`config.mk`:
```
export PLATFORM = sky130hd
export DESIGN_NAME = dualrail_channel_sink_sync
export DESIGN_NICKNAME = d
export VERILOG_FILES = /design/src/rtl/dualrail_channel_sink_sync_pkg.sv /design/src/rtl/dualrail_channel_sink_sync_sync_ff_chain.sv /design/src/rtl/dualrail_channel_sink_sync.sv
export SDC_FILE = /design/constraint.sdc
export NUM_CORES = 1
export LEC_CHECK = 0
export ABC_CLOCK_PERIOD_IN_PS = 5950
export BUFFER_PORTS_ARGS = -buffer_cell sky130_fd_sc_hd__buf_2
export CAP_MARGIN = 40
export CORE_AREA = 2 2 79 81
export CTS_CLUSTER_DIAMETER = 60
export CTS_CLUSTER_SIZE = 20
export DETAILED_ROUTE_END_ITERATION = 10
export DIE_AREA = 0 0 81 83
export PLACE_DENSITY = 0.59
export RECOVER_POWER = 100
export REMOVE_ABC_BUFFERS = 1
export SYNTH_ARGS = -nofsm -noshare
export SYNTH_HDL_FRONTEND = slang
export SYNTH_SLANG_ARGS = --single-unit
```
`constraint.sdc`:
```
create_clock -name clk -period 5.95 [get_ports clk]
set_input_delay 1.19 -clock clk [delete_from_list [all_inputs] [get_ports clk]]
set_output_delay 1.19 -clock clk [all_outputs]
set_load 0.05 [all_outputs]
```
`src/rtl/dualrail_channel_sink_sync_pkg.sv`:
```
// Shared constants for the dual-rail channel sink: FSM encodings and default sizing.
package dualrail_channel_sink_sync_pkg;

    localparam logic [1:0] ST_IDLE = 2'd0;
    localparam logic [1:0] ST_REQ  = 2'd1;
    localparam logic [1:0] ST_ACK  = 2'd2;

    localparam int DEF_WIDTH    = 8;
    localparam int DEF_CNT_W    = 16;
    localparam int DEF_SYNC_STG = 2;

endpackage

```
`src/rtl/dualrail_channel_sink_sync_sync_ff_chain.sv`:
```
// Reset-to-0 flop chain bringing one asynchronous rail into the clk domain.
module sync_ff_chain #(
    parameter int STAGES = 2
) (
    input  logic clk,
    input  logic rst_n,
    input  logic d,
    output logic q
);

    logic [STAGES-1:0] chain_q;
    logic [STAGES-1:0] chain_d;

    always_comb begin
        chain_d = {chain_q[STAGES-2:0], d};
    end

    // NOTE: sequential state uses non-blocking assignments so every flop samples pre-edge values.
    always_ff @(posedge clk or negedge rst_n) begin
        if (!rst_n) begin
            chain_q <= '0;
        end else begin
            chain_q <= chain_d;
        end
    end

    assign q = chain_q[STAGES-1];

endmodule

```
`src/rtl/dualrail_channel_sink_sync.sv`:
```
// Clocked dual-rail four-phase receiver: synchronises rails, acknowledges tokens,
// packs them LSB first into words on a valid/ready port, counts tokens and flags errors.
module dualrail_channel_sink_sync
    import dualrail_channel_sink_sync_pkg::*;
#(
    parameter int WIDTH    = DEF_WIDTH,
    parameter int CNT_W    = DEF_CNT_W,
    parameter int SYNC_STG = DEF_SYNC_STG
) (
    input  logic             clk,
    input  logic             rst_n,
    input  logic             d0,
    input  logic             d1,
    output logic             e,
    output logic [WIDTH-1:0] out_data,
    output logic             out_valid,
    input  logic             out_ready,
    output logic [CNT_W-1:0] tok_count,
    output logic             err_both
);

    localparam int               IDX_W    = (WIDTH > 1) ? $clog2(WIDTH) : 1;
    localparam logic [IDX_W-1:0] LAST_IDX = IDX_W'(WIDTH - 1);

    logic s0;
    logic s1;

    sync_ff_chain #(.STAGES(SYNC_STG)) u_sync_d0 (.clk(clk), .rst_n(rst_n), .d(d0), .q(s0));
    sync_ff_chain #(.STAGES(SYNC_STG)) u_sync_d1 (.clk(clk), .rst_n(rst_n), .d(d1), .q(s1));

    logic [1:0]       state_q,     state_d;
    logic             e_q,         e_d;
    logic [IDX_W-1:0] bit_idx_q,   bit_idx_d;
    logic [WIDTH-1:0] shift_q,     shift_d;
    logic [WIDTH-1:0] out_data_q,  out_data_d;
    logic             out_valid_q, out_valid_d;
    logic [CNT_W-1:0] tok_count_q, tok_count_d;
    logic             err_both_q,  err_both_d;
    logic             blocked;

    // NOTE: every always_comb output gets a default first so no path can infer a latch.
    always_comb begin
        state_d     = state_q;
        e_d         = e_q;
        bit_idx_d   = bit_idx_q;
        shift_d     = shift_q;
        out_data_d  = out_data_q;
        out_valid_d = out_valid_q;
        tok_count_d = tok_count_q;
        err_both_d  = err_both_q;

        // Only the word-completing token can be held off by an unconsumed word.
        blocked = (bit_idx_q == LAST_IDX) && out_valid_q && !out_ready;

        if (out_valid_q && out_ready) begin
            out_valid_d = 1'b0;
        end

        case (state_q)
            ST_IDLE: begin
                state_d = ST_REQ;
                e_d     = 1'b1;
            end
            ST_REQ: begin
                if (s0 && s1) begin
                    err_both_d = 1'b1;
                end else if ((s0 ^ s1) && !blocked) begin
                    shift_d[bit_idx_q] = s1;
                    tok_count_d        = tok_count_q + CNT_W'(1);
                    e_d                = 1'b0;
                    state_d            = ST_ACK;
                    if (bit_idx_q == LAST_IDX) begin
                        out_data_d  = shift_d;
                        out_valid_d = 1'b1;
                        bit_idx_d   = '0;
                    end else begin
                        bit_idx_d = bit_idx_q + IDX_W'(1);
                    end
                end
            end
            ST_ACK: begin
                if (s0 && s1) begin
                    err_both_d = 1'b1;
                end else if (!s0 && !s1) begin
                    state_d = ST_REQ;
                    e_d     = 1'b1;
                end
            end
            default: begin
                state_d = ST_IDLE;
                e_d     = 1'b0;
            end
        endcase
    end

    always_ff @(posedge clk or negedge rst_n) begin
        if (!rst_n) begin
            state_q     <= ST_IDLE;
            e_q         <= 1'b0;
            bit_idx_q   <= '0;
            shift_q     <= '0;
            out_data_q  <= '0;
            out_valid_q <= 1'b0;
            tok_count_q <= '0;
            err_both_q  <= 1'b0;
        end else begin
            state_q     <= state_d;
            e_q         <= e_d;
            bit_idx_q   <= bit_idx_d;
            shift_q     <= shift_d;
            out_data_q  <= out_data_d;
            out_valid_q <= out_valid_d;
            tok_count_q <= tok_count_d;
            err_both_q  <= err_both_d;
        end
    end

    assign e         = e_q;
    assign out_data  = out_data_q;
    assign out_valid = out_valid_q;
    assign tok_count = tok_count_q;
    assign err_both  = err_both_q;

endmodule

```
Yosys cells after proc, flatten, opt, wreduce, memory -nomap -nowiden
Index checks and enable logic that the tools add are counted.
{ "word_totals": {"ramBits": 0, "elab_cells": 59, "output_inout_bits": 27, "input_bits": 5, "n_memories": 0, "mem_bits_ro": 0, "regBits": 44, "latch_bits": 0} }
{ "classes": {"bitwise": 2, "shifts": 0, "n_addsub": 2, "muxes": 19, "magnitude_cmp": 2, "eq_ne": 7, "reduce_logical": 17, "n_mul": 0, "div": 0} }
{ "op_table": {"columns": ["cell", "count"], "rows": [
  ["$add 16x1->16 const B", 1],
  ["$mux 1", 10],
  ["$bwmux 8", 1],
  ["$mux 2", 4],
  ["$ne 2x2->1 const B", 4],
  ["$reduce_and 4->1", 2],
  ["$logic_and 1x1->1", 7],
  ["$pmux 2 s3", 1],
  ["$logic_not 1->1", 4],
  ["$lt 3x4->1 const B", 1],
  ["$add 3x1->3 const B", 1],
  ["$demux 1 s3", 1],
  ["$eq 3x3->1 const B", 1],
  ["$ge 3x1->1 const B", 1],
  ["$mux 3", 1],
  ["$pmux 1 s3", 1],
  ["$reduce_and 3->1", 1],
  ["$eq 2x1->1 const B", 1],
  ["$eq 2x2->1 const B", 1],
  ["$logic_not 2->1", 1],
  ["$reduce_and 2->1", 1],
  ["$reduce_or 2->1", 1],
  ["$not 1->1", 1],
  ["$xor 1x1->1", 1]
]} }

Depth between registers and ports, before layout
Gate-level depths: netlist of the first run.
{ "logic_depth": {"ltp_word": 8, "mapped_depth": 9, "mapped_depth_nobuf": 6} }

By module
A second synthesis of the first run with hierarchy kept.
{ "unflattened": {"hier_cells": 186, "area_unflattened_um2": 1946.9} }
{ "by_module_without_submodules": {"columns": ["mod", "cells_each", "seq_area_each_um2", "n_inst", "area_each_um2"], "rows": [
  ["dualrail_channel_sink_sync", 182, 975.9, 1, 1846.8],
  ["sync_ff_chain", 2, 50.0, 2, 50.0]
]} }

Worst setup path after synthesis of the first run
Ideal clock, no wire load.
{ "synth_path": {"path_kind": "input to register", "start": "input port out_ready", "end": "register tok_count_q[11] (netlist: tok_count[11])", "path_buffers": 0, "setup_slack_ps": 3724, "cell_stages": 4, "t_required_ps": 5809, "setup_time_ps": 141, "arrival_ps": 2085, "cell_sequence": "and3b_1 -> nor4_4 -> nand4_1 -> xnor2_1"} }
{ "synth_between": {"elab_chain_len": 5} }
{ "synth_rtl": {"columns": ["element", "line_no", "source"], "rows": [
  ["start, declared", "dualrail_channel_sink_sync.sv:17", "input logic out_ready,"],
  ["$logic_not 1->1", "dualrail_channel_sink_sync.sv:53", "blocked = (bit_idx_q == LAST_IDX) && out_valid_q && !out_ready;"],
  ["$logic_and 1x1->1", "dualrail_channel_sink_sync.sv:53", null],
  ["$logic_not 1->1", "dualrail_channel_sink_sync.sv:67", "end else if ((s0 ^ s1) && !blocked) begin"],
  ["$logic_and 1x1->1", "dualrail_channel_sink_sync.sv:67", null],
  ["$reduce_and 3->1 (no line)", null, null],
  ["end signal, assigned", "dualrail_channel_sink_sync.sv:113", "tok_count_q <= tok_count_d;"],
  ["end, declared", "dualrail_channel_sink_sync.sv:37", "logic [CNT_W-1:0] tok_count_q, tok_count_d;"]
]} }
Every way passes these cells.
A chain may end at the register's enable or synchronous reset.

==> impl_metrics.py, run 1 <==
metrics = {
    "outcome": {
        "status": "complete, but fails checks",
        "violations": "max-capacitance violations, max-slew violations",
    },
    "setup_path": {
        "crit_chain": "clkbuf_1 > clkbuf_1",
        "crit_arrival_ps": 3000,
        "path_delay_family": "buffers and inverters",
        "cp_max_fo": 31,
        "path_common_cell": "clkbuf_1",
        "crit_buf_inv": 2,
        "path_class": "primary input to asynchronous set/reset pin",
        "cp-end-kind": "asynchronous set/reset pin",
        "slowest_stage": "clkbuf_1",
        "critPathMaxStageDelay_ps": 1300,
        "cp.required_ps": 6030,
        "start_kind": "primary input",
    },
    "cts": {
        "clock-root-buffer": "clkbuf_8",
        "htree_levels": 2,
        "cts_resized": 0,
        "clk_pin_slew_ps": 70,
        "cts_hold_buf": 0,
        "clock_sinks": 43,
        "clockBufferDepth": 2,
        "cts_buffers": 5,
        "clkLatencyLatePin_ps": 290,
        "cts_tree": "yes",
        "post_cts_buffers": 0,
    },
    "timing": {
        "setup_tns_ps": 0,
        "period_share_pct": 49.1,
        "setup_ws_ps": 3030,
        "skew_ps": 8.74,
        "min_period_ps": 2920,
        "final_hold_viol_count": 0,
        "rsz0062_at_grt": "no",
        "slew_headroom_pct": -14.3,
        "finalSetupViolCount": 0,
        "slew_violations": 32,
        "max_freq_mhz": 342,
        "tightest_slew_ps": 1710,
        "hold_slack_ps": 350,
    },
    "placed_design": {
        "dp_hpwl_mm": 2.49,
        "place_congestion": 0.733,
        "io_buffers": 31,
        "post-place-ws_ps": 3180,
    },
    "logic_synthesis": {
        "synth_edf_count": 0,
        "synth_ff_type": "dfrtp_1",
        "ys_ff_latch": 43,
        "netlist_area_sq_um": 1990,
        "synthTopCellsByCount": "dfrtp_1, nand2_1, xnor2_1",
        "postSynthAreaPerCell_sq_um": 11.1,
        "ys_types": 33,
        "synth.area.top_cells": "dfrtp_1, nand2_1, xnor2_1",
        "synth_top_cell_by_area": "dfrtp_1",
        "synth.yosys.warnings": 0,
        "netlist.area_leader.share_pct": 54.1,
        "yosysSeqAreaShare_pct": 54.1,
        "synth_most_common_cell": "dfrtp_1",
        "synth-async-reset-ratio_pct": 100,
        "synthCells": 179,
    },
    "detailed_routing": {
        "ant_nets": 0,
        "routed_wl_mm": 3.53,
        "vias_per_cell": 4.60,
        "first_pass_iters": 4,
        "vias": 1312,
        "drtIter0Drc": 41,
        "drc": 0,
        "wire_per_inst_um": 12.4,
    },
    "global_route": {
        "grtUsageTotal_pct": 11.8,
        "grt_pass1_vias": 1334,
        "grt_pass1_wl_mm": 6.24,
        "antenna_found_initial": 0,
        "grt_max_degree": 32,
        "grt.overflow.total": 0,
    },
    "cells_and_area": {
        "num_antenna_cells": 0,
        "regArea_sq_um": 1080,
        "n_fill_cell": 629,
        "area_growth_pct": 9.31,
        "drive_above_1_share_pct": 5.71,
        "fin_nets": 222,
        "multi_input_area_sq_um": 771,
    },
    "floorplan": {
        "io-pin-count": 32,
        "coreArea_sq_um": 5820,
        "rows": 28,
        "start_util_pct": 34.2,
        "die_area_sq_um": 6720,
        "die_height_um": 83,
        "die_w_um": 81,
    },
    "power": {
        "ir_drop_v": 0.000300,
        "p_leak_nw": 0.969,
        "power.density_nw_per_um2": 485,
    },
    "run": {
        "drv_cap": 1,
    },
    "worst_hold_path": {
        "hold_path_class": "flop to flop",
    },
}
==> cell usage in the layout, fill, tap and decap left out <==
cell type,netlist,routed
dfrtp_1,43,43
nand2_1,31,31
clkbuf_1,4,29
o21ai_0,11,19
xnor2_1,12,12
mux2i_1,8,8
ha_1,8,8
inv_1,7,7
nor2_1,6,6
nand4_1,5,5
nand3_1,5,5
clkbuf_8,0,5
nand3b_1,2,3
nor3_1,1,3
xor2_1,3,3
clkinv_2,0,3
buf_2,1,3
nand2b_1,2,2
a22o_1,2,2
and3_1,2,2
nor3b_1,2,2
and3b_1,1,1
and4_1,1,1
nor4b_1,0,1
nor4_1,0,1
or2_0,0,1
a22oi_1,1,1
or3b_1,1,1
a21o_1,1,1
mux2_2,1,1
==> report_power, final <==
group | internal (mW) | switching (mW)
clock | 0.0804 | 0.0988
sequential | 0.378 | 0.0837
combinational | 0.115 | 0.300
total | 0.573 | 0.482
==> worst register-to-register path: cells and delay by family, from the launching register on <==
family	cells	cell delay, ps
xor+xnor	1	190
simple gates	3	1380
flops	1	540
fa+ha+maj	2	410
==> per-layer routing <==
metal	wire length (um)	global-route usage, %	up-vias	share of wire (%)
met5	0	0	-	0
met4	20	3.70	0	0.57
met3	185	3.48	2	5.2
met2	1590	17.9	25	45
met1	1730	16.0	621	49
li1	-	-	664	-
==> through the flow <==
| step | power [mW] | cells | cell area [sq um] | utilization [%] |
|---|---|---|---|---|
| after floorplan | 0.807 | 170 | 1920 | - |
| after global placement | 0.913 | 276 | 2170 | 37.4 |
| after detailed placement | 0.921 | 277 | 2190 | 37.7 |
| after CTS | 1.11 | 285 | 2280 | 39.2 |
| after global routing | 1.14 | 285 | 2170 | 37.4 |
| final | 1.06 | 285 | 2170 | 37.4 |
==> area by class of cell <==
class                   instances  area share [%]
clock buffers                   5            3.16
clock inverters                 3           0.690
inverters                       7            1.21
multi-input cells             120            35.4
flip-flops and latches         43            49.5
well taps                      75            4.32
repair buffers                 32            5.70
==> flip-flops by register name (all words and copies together) (netlist names) <==
name,count
tok_count,16
out_data,8
shift_q,8
bit_idx_q,3
u_sync_d0.chain_q,2
u_sync_d1.chain_q,2
e,1
err_both,1
out_valid,1
state_q,1
==> final timing paths <==
path	to	slack, ps	startpoint	cells past startpoint
hold reg to reg	u_sync_d0.chain_q[1]	350	u_sync_d0.chain_q[0]	0
hold / removal	u_sync_d0.chain_q[1]	350	u_sync_d0.chain_q[0]	0
min in group asynchronous	out_data[2]	900	rst_n	1
setup / recovery	e	3030	rst_n	2
max in group clk	tok_count[8]	3240	out_ready	5
setup reg to reg	tok_count[8]	3320	bit_idx_q[1]	6
==> logic make-up after synthesis <==
family,after synthesis,share of synthesized area (%)
AO/OA/AOI/OAI,23,6.79
XOR/XNOR,15,6.60
adder cells (fa/ha/maj),8,5.03
buffers and inverters,16,4.59
flip-flops,43,54.1
multiplexers,9,4.59
AND/OR/NAND/NOR,65,18.3
(Power assumes the default switching activity.)
==> inputs of run 2 (changes only) <==
ABC_CLOCK_PERIOD_IN_PS = 2700   (was 5950)
clock period = 2.7 ns   (was 5.95 ns; I/O delays follow)
==> impl_metrics.py, run 2 (synthesis gave the netlist of run 1 again) <==
metrics = {
    "cells_and_area": {
        "largest_reg_flops": 16,
        "final_common_cell": "dfrtp_1",
        "drive_above_1_share_pct": 6.67,
        "area_growth_pct": 9.69,
        "fin_nets": 222,
        "layout_common_cells": "dfrtp_1, nand2_1, clkbuf_1",
        "num_antenna_cells": 0,
        "final_area_sq_um": 2180,
        "stdcell_count": 285,
        "final_util_pct": 37.5,
    },
    "timing": {
        "rsz0062_at_grt": "no",
        "skew_ps": 8.66,
        "period_share_pct": 84.4,
        "tightest_slew_ps": 879,
        "slew_headroom_pct": 41.4,
        "final_hold_viol_count": 0,
        "setup_tns_ps": 0,
        "min_period_ps": 2280,
        "max_freq_mhz": 439,
        "finalSetupViolCount": 0,
        "slew_violations": 0,
        "setup_ws_ps": 421,
        "hold_slack_ps": 335,
    },
    "detailed_routing": {
        "routed_wl_mm": 3.48,
        "vias_per_cell": 4.56,
        "wire_per_inst_um": 12.2,
        "ant_nets": 0,
        "drc": 0,
        "first_pass_iters": 5,
        "drtIter0Drc": 50,
        "vias": 1299,
    },
    "cts": {
        "cts_tree": "yes",
        "htree_levels": 2,
        "clock_sinks": 43,
        "clkLatencyLatePin_ps": 290,
        "clk_pin_slew_ps": 80,
        "clockBufferDepth": 2,
        "cts_resized": 0,
        "cts_hold_buf": 0,
        "post_cts_buffers": 0,
        "clock-root-buffer": "clkbuf_8",
        "cts_buffers": 5,
    },
    "floorplan": {
        "coreArea_sq_um": 5820,
        "io-pin-count": 32,
        "die_area_sq_um": 6720,
        "die_w_um": 81,
        "rows": 28,
        "die_height_um": 83,
        "start_util_pct": 34.2,
    },
    "placed_design": {
        "dp_hpwl_mm": 2.41,
        "dpl_cell_area_sq_um": 2180,
        "io_buffers": 31,
        "dpl.cell_count": 277,
        "place_congestion": 0.760,
        "post-place-ws_ps": 429,
    },
    "global_route": {
        "grtUsageTotal_pct": 11.8,
        "grt_pass1_vias": 1337,
        "grt.overflow.total": 0,
        "antenna_found_initial": 0,
        "grt_pass1_wl_mm": 6.20,
        "grt_max_degree": 29,
    },
    "power": {
        "power.density_nw_per_um2": 1070,
        "total_power_mw": 2.33,
        "p_leak_nw": 0.972,
        "ir_drop_v": 0.000529,
    },
    "setup_path": {
        "cp.required_ps": 2890,
        "path_class": "flop to flop",
        "regToRegEndpoint": "tok_count[15]",
        "critPathMaxStageDelay_ps": 710,
        "slowest_stage": "nor4_2",
        "reg2reg_from": "u_sync_d1.chain_q[1]",
        "reg2reg_slack_ps": 420,
        "cp_max_fo": 10,
        "crit_arrival_ps": 2470,
        "start_kind": "flop",
        "crit_chain": "inv_1 > ha_1 > nand3b_1 > nor4_2 > nand4_1 > xnor2_1",
        "cp-end-kind": "flop",
        "ff2ff_path_depth": 6,
    },
    "worst_hold_path": {
        "hold_path_class": "primary input to asynchronous set/reset pin",
    },
    "outcome": {
        "status": "completed",
    },
    "run": {
        "drv_cap": 0,
    },
}
## run 2: changes by cell type in the layout (fill, tap and decap cells not counted)
cell	before	now
clkbuf_1	29	28
nor4_2	0	1
nor4_1	1	0
or2_1	0	1
clkbuf_2	0	1
or2_0	1	0
## run 2: worst max-delay path: cells and delay by family, from the launching register on
kind                       cells  cell delay [ps]
DFF                            1              530
and+or+nand+nor                3             1120
xor gates and xnor gates       1              160
adders and majority gates      1              300
buffers and inverters          1               80
## run 2: worst max-delay path by stage
stage	from	endpoint	slack, ps	cells after the start
after detailed placement	bit_idx_q[1]	tok_count[3]	430	6
after floorplan	bit_idx_q[0]	tok_count[8]	720	6
after global routing	u_sync_d1.chain_q[1]	tok_count[13]	120	6
after global placement	bit_idx_q[0]	tok_count[3]	500	6
final	u_sync_d1.chain_q[1]	tok_count[15]	420	6
after CTS	bit_idx_q[1]	tok_count[3]	420	6
## run 2: layer usage
metal | vias up | routed length [um] | part of all wire [%] | global-route usage, %
li1 | 659 | - | - | -
met1 | 612 | 1730 | 50 | 16.0
met2 | 23 | 1520 | 44 | 18.0
met3 | 5 | 176 | 5.1 | 3.70
met4 | 0 | 42 | 1.2 | 3.70
met5 | - | 0 | 0 | 0
## run 2: power by group
group | internal [mW] | switching, mW | total, mW
Clock | 0.177 | 0.223 | 0.400
Sequential | 0.832 | 0.179 | 1.01
Combinational | 0.255 | 0.667 | 0.922
Total | 1.26 | 1.07 | 2.33
## run 2: layout make-up
cell class	instances	area, sq um
Clock buffer	5	68.8
Clock inverter	3	15.0
Fill cell	624	3630
Inverter	7	26.3
Multi-Input combinational cell	120	777
Sequential cell	43	1080
Tap cell	75	93.8
Timing Repair Buffer	32	125
==> inputs of run 3 (changes only) <==
ABC_CLOCK_PERIOD_IN_PS = 2250   (was 2700)
clock period = 2.25 ns   (was 2.7 ns; I/O delays follow)
==> impl_metrics.py, run 3 (synthesis gave the netlist of run 1 again) <==
metrics = {
    "floorplan": {
        "coreArea_sq_um": 5820,
        "rows": 28,
        "die_height_um": 83,
        "die_area_sq_um": 6720,
        "start_util_pct": 34.2,
        "io-pin-count": 32,
        "die_w_um": 81,
    },
    "setup_path": {
        "path_common_cell": "ha_1",
        "critPathMaxStageDelay_ps": 550,
        "crit_arrival_ps": 2180,
        "cp.required_ps": 2430,
        "path_class": "flop to flop",
        "slowest_stage": "nor4b_1",
        "cp-end-kind": "flop",
        "cp_max_fo": 5,
        "crit_buf_inv": 0,
        "crit_chain": "ha_1 > ha_1 > and3b_1 > nor4b_1 > nand2_1 > xnor2_1",
        "start_kind": "flop",
        "path_delay_family": "simple AND/OR/NAND/NOR gates",
    },
    "global_route": {
        "antenna_found_initial": 0,
        "grt_pass1_vias": 1365,
        "grt_pass1_wl_mm": 6.34,
        "grtUsageTotal_pct": 11.9,
        "grt.overflow.total": 0,
        "grt_max_degree": 44,
    },
    "cts": {
        "cts_hold_buf": 0,
        "clkLatencyLatePin_ps": 290,
        "clk_pin_slew_ps": 90,
        "clockBufferDepth": 2,
        "htree_levels": 2,
        "cts_resized": 0,
        "cts_buffers": 5,
        "clock-root-buffer": "clkbuf_8",
        "post_cts_buffers": 0,
        "cts_tree": "yes",
        "clock_sinks": 43,
    },
    "detailed_routing": {
        "wl_met3_um": 190,
        "wire_per_inst_um": 12.3,
        "wl_met1_mm": 1.70,
        "drtIter0Drc": 53,
        "vias_per_cell": 4.62,
        "ant_nets": 0,
        "wl_met2_mm": 1.62,
        "first_pass_iters": 4,
        "top_layer_used": "met4",
        "routed_wl_mm": 3.56,
        "vias": 1341,
        "drc": 0,
    },
    "cells_and_area": {
        "multi_input_area_sq_um": 798,
        "stdcell_count": 290,
        "num_antenna_cells": 0,
        "largest_reg_flops": 16,
        "final_common_cell": "dfrtp_1",
        "layout_common_cells": "dfrtp_1, nand2_1, clkbuf_1",
        "area_growth_pct": 13.0,
        "final_util_pct": 38.7,
        "drive_above_1_share_pct": 9.77,
        "n_fill_cell": 606,
        "regArea_sq_um": 1080,
        "fin_nets": 227,
    },
    "power": {
        "total_power_mw": 2.89,
        "p_clk_share_pct": 17.3,
        "ir_drop_v": 0.000684,
        "p_comb_share_pct": 42.4,
        "p_int_mw": 1.57,
        "seqPwrFrac_pct": 40.3,
        "sw_frac_of_total_pct": 45.7,
        "p_leak_nw": 1.01,
        "power.density_nw_per_um2": 1290,
        "switchingPower_mw": 1.32,
    },
    "timing": {
        "period_share_pct": 88.5,
        "min_period_ps": 1990,
        "tightest_slew_ps": 1080,
        "rsz0062_at_grt": "no",
        "final_hold_viol_count": 0,
        "finalSetupViolCount": 0,
        "max_freq_mhz": 502,
        "setup_tns_ps": 0,
        "setup_ws_ps": 259,
        "skew_ps": 10.2,
        "slew_headroom_pct": 28.2,
        "slew_violations": 0,
    },
    "placed_design": {
        "io_buffers": 31,
        "dpl.cell_count": 282,
        "place_congestion": 0.726,
        "dp_hpwl_mm": 2.48,
        "post-place-ws_ps": 287,
    },
    "run": {
        "drv_cap": 0,
    },
    "outcome": {
        "status": "completed",
    },
    "worst_hold_path": {
        "hold_path_class": "primary input to flop",
    },
}
[run 3: cell count changes in the layout (fill, tap and decap cells not counted), sizes merged]
| cell | before | now |
|---|---|---|
| inv | 7 | 8 |
| clkinvlp | 0 | 2 |
| buf | 3 | 8 |
| clkinv | 3 | 0 |
[run 3: final cells by class]
cell class                      instances  area share (%)
Sequential cell                        43            47.9
Multi-Input combinational cell        120            35.5
Timing Repair Buffer                   37            7.18
Tap cell                               75            4.17
Clock buffer                            5            3.06
Inverter                                7            1.17
Clock inverter                          3            1.06
[run 3: final timing paths]
kind / startpoint / to / slack, ps / depth (start not counted)
setup reg to reg: bit_idx_q[0] / tok_count[12] / 260 / 6
setup / recovery: bit_idx_q[0] / tok_count[12] / 260 / 6
max in group asynchronous: rst_n / out_data[2] / 1160 / 2
hold / removal: d0 / u_sync_d0.chain_q[0] / 260 / 1
min in group asynchronous: rst_n / tok_count[2] / 420 / 2
hold reg to reg: u_sync_d0.chain_q[0] / u_sync_d0.chain_q[1] / 350 / 0
[run 3: routing by layer]
metal | up-vias | global-route usage, %
met5 | - | 0
met4 | 0 | 4.16
met3 | 7 | 2.93
met2 | 29 | 18.3
met1 | 637 | 16.3
li1 | 668 | -
[run 3: power by group through the flow]
stage | Combinational, mW | Sequential [mW] | Clock [mW]
6_report | 1.23 | 1.17 | 0.499
5_1_grt | 1.37 | 1.20 | 0.559
4_1_cts | 1.31 | 1.17 | 0.522
3_5_place_dp | 1.30 | 1.18 | 0
3_3_place_gp | 1.29 | 1.18 | 0
2_1_floorplan | 0.507 | 1.63 | 0
[run 3: stage by stage]
| stage | hold WS (ps) | area [sq um] |
|---|---|---|
| floorplan | 154 | 1920 |
| global placement | 333 | 2220 |
| detailed placement | 336 | 2220 |
| CTS | 235 | 2310 |
| global route | 246 | 2250 |
| finish | 263 | 2250 |
